===== config.mk =====
export PLATFORM = sky130hd
export DESIGN_NAME = highscore_display
export DESIGN_NICKNAME = d
export VERILOG_FILES = /design/src/rtl/highscore_display.sv
export SDC_FILE = /design/constraint.sdc
export NUM_CORES = 1
export LEC_CHECK = 0
export ABC_CLOCK_PERIOD_IN_PS = 6200
export CORE_MARGIN = 2
export CORE_UTILIZATION = 40
export DETAILED_ROUTE_END_ITERATION = 7
export PLACE_DENSITY = 0.67
export SKIP_LAST_GASP = 1
export SLEW_MARGIN = 5
export SYNTH_ARGS = -nofsm -noshare
export SYNTH_HDL_FRONTEND = slang
export SYNTH_SLANG_ARGS = --single-unit

===== constraint.sdc =====
create_clock -name clk -period 6.2 [get_ports clk]
set_input_delay 1.86 -clock clk [delete_from_list [all_inputs] [get_ports clk]]
set_output_delay 1.86 -clock clk [all_outputs]
set_load 0.05 [all_outputs]

===== src/rtl/highscore_display.sv =====
// highscore_display
//   Keeps the highest 4-digit score seen since reset and drives six
//   active-low 7-segment displays (segment order {g,f,e,d,c,b,a}).
//
//   Ports:
//     clk        system clock, all state on the rising edge
//     reset      synchronous active-high, clears the stored high score
//     on         1: show stored high score with "HI" on out5/out4
//                0: show live score, out5/out4 blank
//     hex0..3    live score digits, hex0 least significant
//     out0..3    segments for the selected digits
//     out4       "I" glyph or blank
//     out5       "H" glyph or blank

// seg7: combinational hex-digit to active-low segment decoder.
module seg7 (
    input  logic [3:0] digit,
    output logic [6:0] seg
);
    always_comb begin
        seg = 7'b1111111;
        case (digit)
            4'h0: seg = 7'b1000000;
            4'h1: seg = 7'b1111001;
            4'h2: seg = 7'b0100100;
            4'h3: seg = 7'b0110000;
            4'h4: seg = 7'b0011001;
            4'h5: seg = 7'b0010010;
            4'h6: seg = 7'b0000010;
            4'h7: seg = 7'b1111000;
            4'h8: seg = 7'b0000000;
            4'h9: seg = 7'b0010000;
            4'hA: seg = 7'b0001000;
            4'hB: seg = 7'b0000011;
            4'hC: seg = 7'b1000110;
            4'hD: seg = 7'b0100001;
            4'hE: seg = 7'b0000110;
            4'hF: seg = 7'b0001110;
            default: seg = 7'b1111111;
        endcase
    end
endmodule

// compare: registered running-maximum of the 16-bit live score.
//   Ports: clk, reset (sync, active-high), score (live), hi (stored max).
module compare (
    input  logic        clk,
    input  logic        reset,
    input  logic [15:0] score,
    output logic [15:0] hi
);
    logic [15:0] hi_p1;

    // Stage p1: plain unsigned compare; nibbles A-F simply weigh more,
    // and an equal score leaves the register untouched.
    always_ff @(posedge clk) begin
        if (reset) begin
            hi_p1 <= 16'h0000;
        end else if (score > hi_p1) begin
            hi_p1 <= score;
        end
    end

    assign hi = hi_p1;
endmodule

module highscore_display (
    input  logic       clk,
    input  logic       reset,
    input  logic       on,
    input  logic [3:0] hex0,
    input  logic [3:0] hex1,
    input  logic [3:0] hex2,
    input  logic [3:0] hex3,
    output logic [6:0] out0,
    output logic [6:0] out1,
    output logic [6:0] out2,
    output logic [6:0] out3,
    output logic [6:0] out4,
    output logic [6:0] out5
);
    localparam logic [6:0] GLYPH_I     = 7'b1111001;
    localparam logic [6:0] GLYPH_H     = 7'b0001001;
    localparam logic [6:0] GLYPH_BLANK = 7'b1111111;

    logic [15:0] score;
    logic [15:0] hi;
    logic [3:0]  pick0, pick1, pick2, pick3;

    assign score = {hex3, hex2, hex1, hex0};

    compare u_compare (
        .clk   (clk),
        .reset (reset),
        .score (score),
        .hi    (hi)
    );

    // Display mux is purely combinational so the live score shows with no
    // latency; the stored score only lags by the compare register.
    always_comb begin
        pick0 = hex0;
        pick1 = hex1;
        pick2 = hex2;
        pick3 = hex3;
        out4  = GLYPH_BLANK;
        out5  = GLYPH_BLANK;
        if (on) begin
            pick0 = hi[3:0];
            pick1 = hi[7:4];
            pick2 = hi[11:8];
            pick3 = hi[15:12];
            out4  = GLYPH_I;
            out5  = GLYPH_H;
        end
    end

    seg7 u_seg0 (.digit(pick0), .seg(out0));
    seg7 u_seg1 (.digit(pick1), .seg(out1));
    seg7 u_seg2 (.digit(pick2), .seg(out2));
    seg7 u_seg3 (.digit(pick3), .seg(out3));
endmodule


; Word-level counts from Yosys, hierarchy flattened
; Memory sizes are Yosys's and may differ from the RTL's.
; Index checks and enable logic that the tools add are counted.
[totals]
n_memories = 4
input_bits = 19
register_bits = 16
mem_bits_ro = 448
latch_bits = 0
ram_bits = 0
[mem_list]
columns = memory, words, word_bits, read_ports, rd_ports_with_merged_regs, write_ports, line_no
row1 = (name not given), 16, 7, 1, 0, 0, 22  ; case (digit)
row2 = (name not given), 16, 7, 1, 0, 0, 22
row3 = (name not given), 16, 7, 1, 0, 0, 22
row4 = (name not given), 16, 7, 1, 0, 0, 22
[classes]
n_shift = 0
eq_ne = 0
reduce_logical = 0
addsub = 0
order_cmp = 1
div = 0
bitwise = 0
muxes = 6
n_mul = 0
[op_table]
columns = operator, count
row1 = 16-bit > comparator, 1
row2 = 4-bit 2-to-1 mux, 4
row3 = 7-bit 2-to-1 mux, 1
row4 = 3-bit 2-to-1 mux, 1

; Longest topological paths before layout
; An unclocked memory read counts as a cell.
[logic_depth]
word_depth = 2
ltp_mapped = 10
depth_no_buf = 8

; Hierarchy
; A second synthesis with hierarchy kept.
[hier_totals]
cells_unflattened = 259
hier_area_um2 = 2411.1
[modules_own_cells]
columns = mod, cells_per_inst, area_per_inst_um2, instances
row1 = compare, 97, 960.9, 1
row2 = seg7 (u_seg1 ...), 32, 275.3, 3
row3 = highscore_display, 33, 350.3, 1
row4 = seg7 (u_seg0), 33, 274.0, 1

; Worst setup path before layout
; No wires, ideal clock.
[synth_timing]
path_kind = input to output
startpoint = input port on
endpoint = output port out0[0]
setup_slack_ns = -0.056
n_path_buf = 1
required_time_ns = 4.340
stages = 7
arrival_ns = 4.396
cell_sequence = buf_2 > inv_1 > a21boi_0 > inv_1 > ha_1 > nor2_1 > a211oi_1
[synth_between]
elab_chain_cells = 2
[synth_rtl]
columns = element, line_no
row1 = start: declaration, 70  ; input logic on,
row2 = 4-bit 2-to-1 mux, 108  ; if (on) begin
row3 = memory read 16 x 7 bit, --
row4 = end: declaration, 75  ; output logic [6:0] out0,
; No other way between the ends.

; Worst setup path in the final report
[layout_timing]
startpoint = input port on
endpoint = output port out3[5]
[layout_between]
elab_chain_cells = 2
[layout_rtl]
columns = element, line_no
row1 = 4-bit 2-to-1 mux, 108
row2 = memory read 16 x 7 bit, --
row3 = end: declaration, 78  ; output logic [6:0] out3,
; No other way between the ends.

==> results.sh <==
export IMPL_reg2reg_setup_slack_ns=3.97
export IMPL_yosys_area_top_type="ha_1"
export IMPL_period_share=0.951
export IMPL_clockBufferDepth=2
export IMPL_grt_max_degree=24
export IMPL_dp_slack_ns=0.325
export IMPL_cap_violations=0
export IMPL_swShare=0.500
export IMPL_synth_ff_type="dfxtp_1"
export IMPL_post_cts_resized=0
export IMPL_period_needed_ns=5.89
export IMPL_design_area_mm2=0.00313
export IMPL_setup_viol=0
export IMPL_start_util=0.414
export IMPL_maxSlewViolCount=0
export IMPL_power_share_sequential=0.183
export IMPL_dieArea_mm2=0.00681
export IMPL_synth_top_cell_area_share=0.203
export IMPL_clock_latency_ns=0.25
export IMPL_fin_ws_ns=0.306
export IMPL_synth_edf_count=0
export IMPL_fill_cells=590
export IMPL_p_clk_frac=0.119
export IMPL_timing_critical_path_slowest_stage_cell="clkdlybuf4s50_1"
export IMPL_yosysWarnings=0
export IMPL_routedWlPerCell_um=13.3
export IMPL_yosysMostFrequentCell="ha_1"
export IMPL_cellPowerDensity_mw_per_mm2=222
export IMPL_place_area_mm2=0.00309
export IMPL_hold_viol_final=0
export IMPL_rsz0062_at_grt="no"
export IMPL_coreArea_mm2=0.00596
export IMPL_path_buf_inv=4
export IMPL_max_freq_ghz=0.170
export IMPL_cts_tree="yes"
export IMPL_drc=0
export IMPL_synthDistinctLibCells=44
export IMPL_synth_avg_cell_area_um2=7.85
export IMPL_ys_top_cells_by_count="ha_1 (40), nor2_1 (36), nand2_1 (33)"
export IMPL_hold_end="u_compare.hi[8]"
export IMPL_cts_sinks=16
export IMPL_drt_wl_total_um=5830
export IMPL_worstSetupPathType="in -> out"
export IMPL_hold_path_startpoint="u_compare.hi[8]"
export IMPL_r2r_start="u_compare.hi[11]"
export IMPL_io_pins=61
export IMPL_p_leak_uw=0.00150
export IMPL_worst_pin_slew_ns=0.784
export IMPL_ff_latch_area_um2=320
export IMPL_port_buffers=53
export IMPL_hp_class="reg -> reg"
export IMPL_grt_pass1_vias=2178
export IMPL_status="complete, no violations"
export IMPL_critPathRequiredTime_ns=4.34
export IMPL_tns_ns=0
export IMPL_ctsHtreeMaxLevel=1
export IMPL_clk_pin_slew_ns=0.07
export IMPL_multi_input_area_mm2=0.00191
export IMPL_grt_pass1_wl_um=9520
export IMPL_intPower_uw=348
export IMPL_power_uw=696
export IMPL_holdPathStages=3
export IMPL_antenna_diode_count=0
export IMPL_drt_first_pass_iters=5
export IMPL_synth_area_leaders="ha_1 (20%), dfxtp_1 (13%), mux2i_1 (6.1%)"
export IMPL_cpPeakStageDelay_ns=0.51
export IMPL_overflow=0
export IMPL_globalplace_congestion=0.898
export IMPL_reg2regPathDepth=7
export IMPL_die_h_um=82.5
export IMPL_route_detailed_vias_per_inst=5.37
export IMPL_clk_root_buffer_cell="clkbuf_8"
export IMPL_cts_buffers=3
export IMPL_cp_max_fo=23
export IMPL_r2r_end="u_compare.hi[9]"
export IMPL_gr_usage_all_layers=0.174
export IMPL_syn2layout_area_growth_pct=27.1
export IMPL_synth_ff_latch_count=16
export IMPL_dp_hpwl_um=4370
export IMPL_path_cells="clkdlybuf4s50_1 > buf_12 > mux2i_1 > inv_1 > ha_1 > nand2_1 > o21ai_0 > a22o_1 > buf_4"
export IMPL_die_x_um=82.5
export IMPL_p_switching_uw=348
export IMPL_synth_async_reset_ratio=0
export IMPL_layout_nets=423
export IMPL_ir_drop_v=0.000117
export IMPL_drtIter0Drc=105
export IMPL_synthesis_area_mm2=0.00246
export IMPL_slew_headroom=0.474
export IMPL_syn_inst=314
export IMPL_antenna_found_initial=0
export IMPL_cp_start_kind="primary input"
export IMPL_synth_seq_area_share=0.130
export IMPL_end_kind="output port"
export IMPL_post_route_util=0.526
export IMPL_cpLargestDelayFamily="buffers and inverters"
export IMPL_vias=2348
export IMPL_cts_hold_buffers=0
export IMPL_largest_reg_flops=16
export IMPL_drive_gt1_frac=0.180
export IMPL_crit_arrival_ns=4.03
export IMPL_comb_power_share=0.698
export IMPL_rows=28
export IMPL_post_cts_setup_buffers=0
export IMPL_drtAntennaViolNets=0
export IMPL_skew_ns=0.00193
## worst max-delay path by stage
stage | endpoint | slack (ns) | from | cells after the start
global placement | out0[3] | 0.36 | on | 8
detailed placement | out3[5] | 0.32 | on | 9
global route | out0[3] | 0.15 | on | 8
CTS | out3[3] | 0.31 | on | 8
floorplan | out0[2] | 0.03 | on | 6
finish | out3[5] | 0.31 | on | 9
## per-layer routing
| metal | track usage | routed length, µm |
|---|---|---|
| met5 | 0 | 0 |
| met1 | 0.211 | 2660 |
| met3 | 0.0163 | 258 |
| met4 | 0.0623 | 86 |
| met2 | 0.318 | 2820 |
## cell type report
type,count,area share
clock buffer,3,0.0132
sequential,16,0.102
tap,75,0.0300
timing repair buffer,62,0.215
inverter,26,0.0312
multi-input combinational,255,0.608
## per-stage QoR
step                      hold WS, ns  std cells
after floorplan                 0.581        320
after global placement          0.598        434
after detailed placement        0.618        434
after CTS                       0.635        437
after global routing            0.687        437
final                           0.631        437
## tightest hold or removal path, cell delays in order, from the launching register on
cell and delay [ns]:
dfxtp_1 0.35, nand2b_1 0.08, nor2_1 0.08, a211o_1 0.09
## placed cells by master, fill, tap and decap left out, types with 3 or more instances in the layout
cell / instances
a22oi_1: 3
nor2_1: 36
mux2_2: 6
mux2i_1: 15
a21oi_1: 14
conb_1: 7
dfxtp_1: 16
nor4_1: 16
a22o_1: 3
a31oi_1: 3
nand2b_1: 17
a21o_1: 3
clkbuf_8: 3
a211o_1: 16
inv_1: 26
buf_4: 31
a32o_1: 6
o22ai_1: 4
o21ai_0: 8
nand2_1: 33
ha_1: 40
buf_12: 13
clkdlybuf4s50_1: 18
## power by group through the flow
stage	combinational [µW]	clock, µW	sequential [µW]
2_1_floorplan	338	0	127
3_3_place_gp	482	0	129
3_5_place_dp	486	0	130
4_1_cts	488	83.3	128
5_1_grt	523	88.8	130
6_report	486	82.6	128
## kinds of logic after synthesis
| logic type | count (synthesis) | share of synthesized area |
|---|---|---|
| mux | 23 | 0.103 |
| buf+inv | 49 | 0.108 |
| compound gates | 72 | 0.224 |
| simple gates | 113 | 0.230 |
| flops | 16 | 0.130 |
| fa+ha+maj | 40 | 0.203 |
| other cells | 1 | 0.00152 |
(Power assumes the default switching activity.)
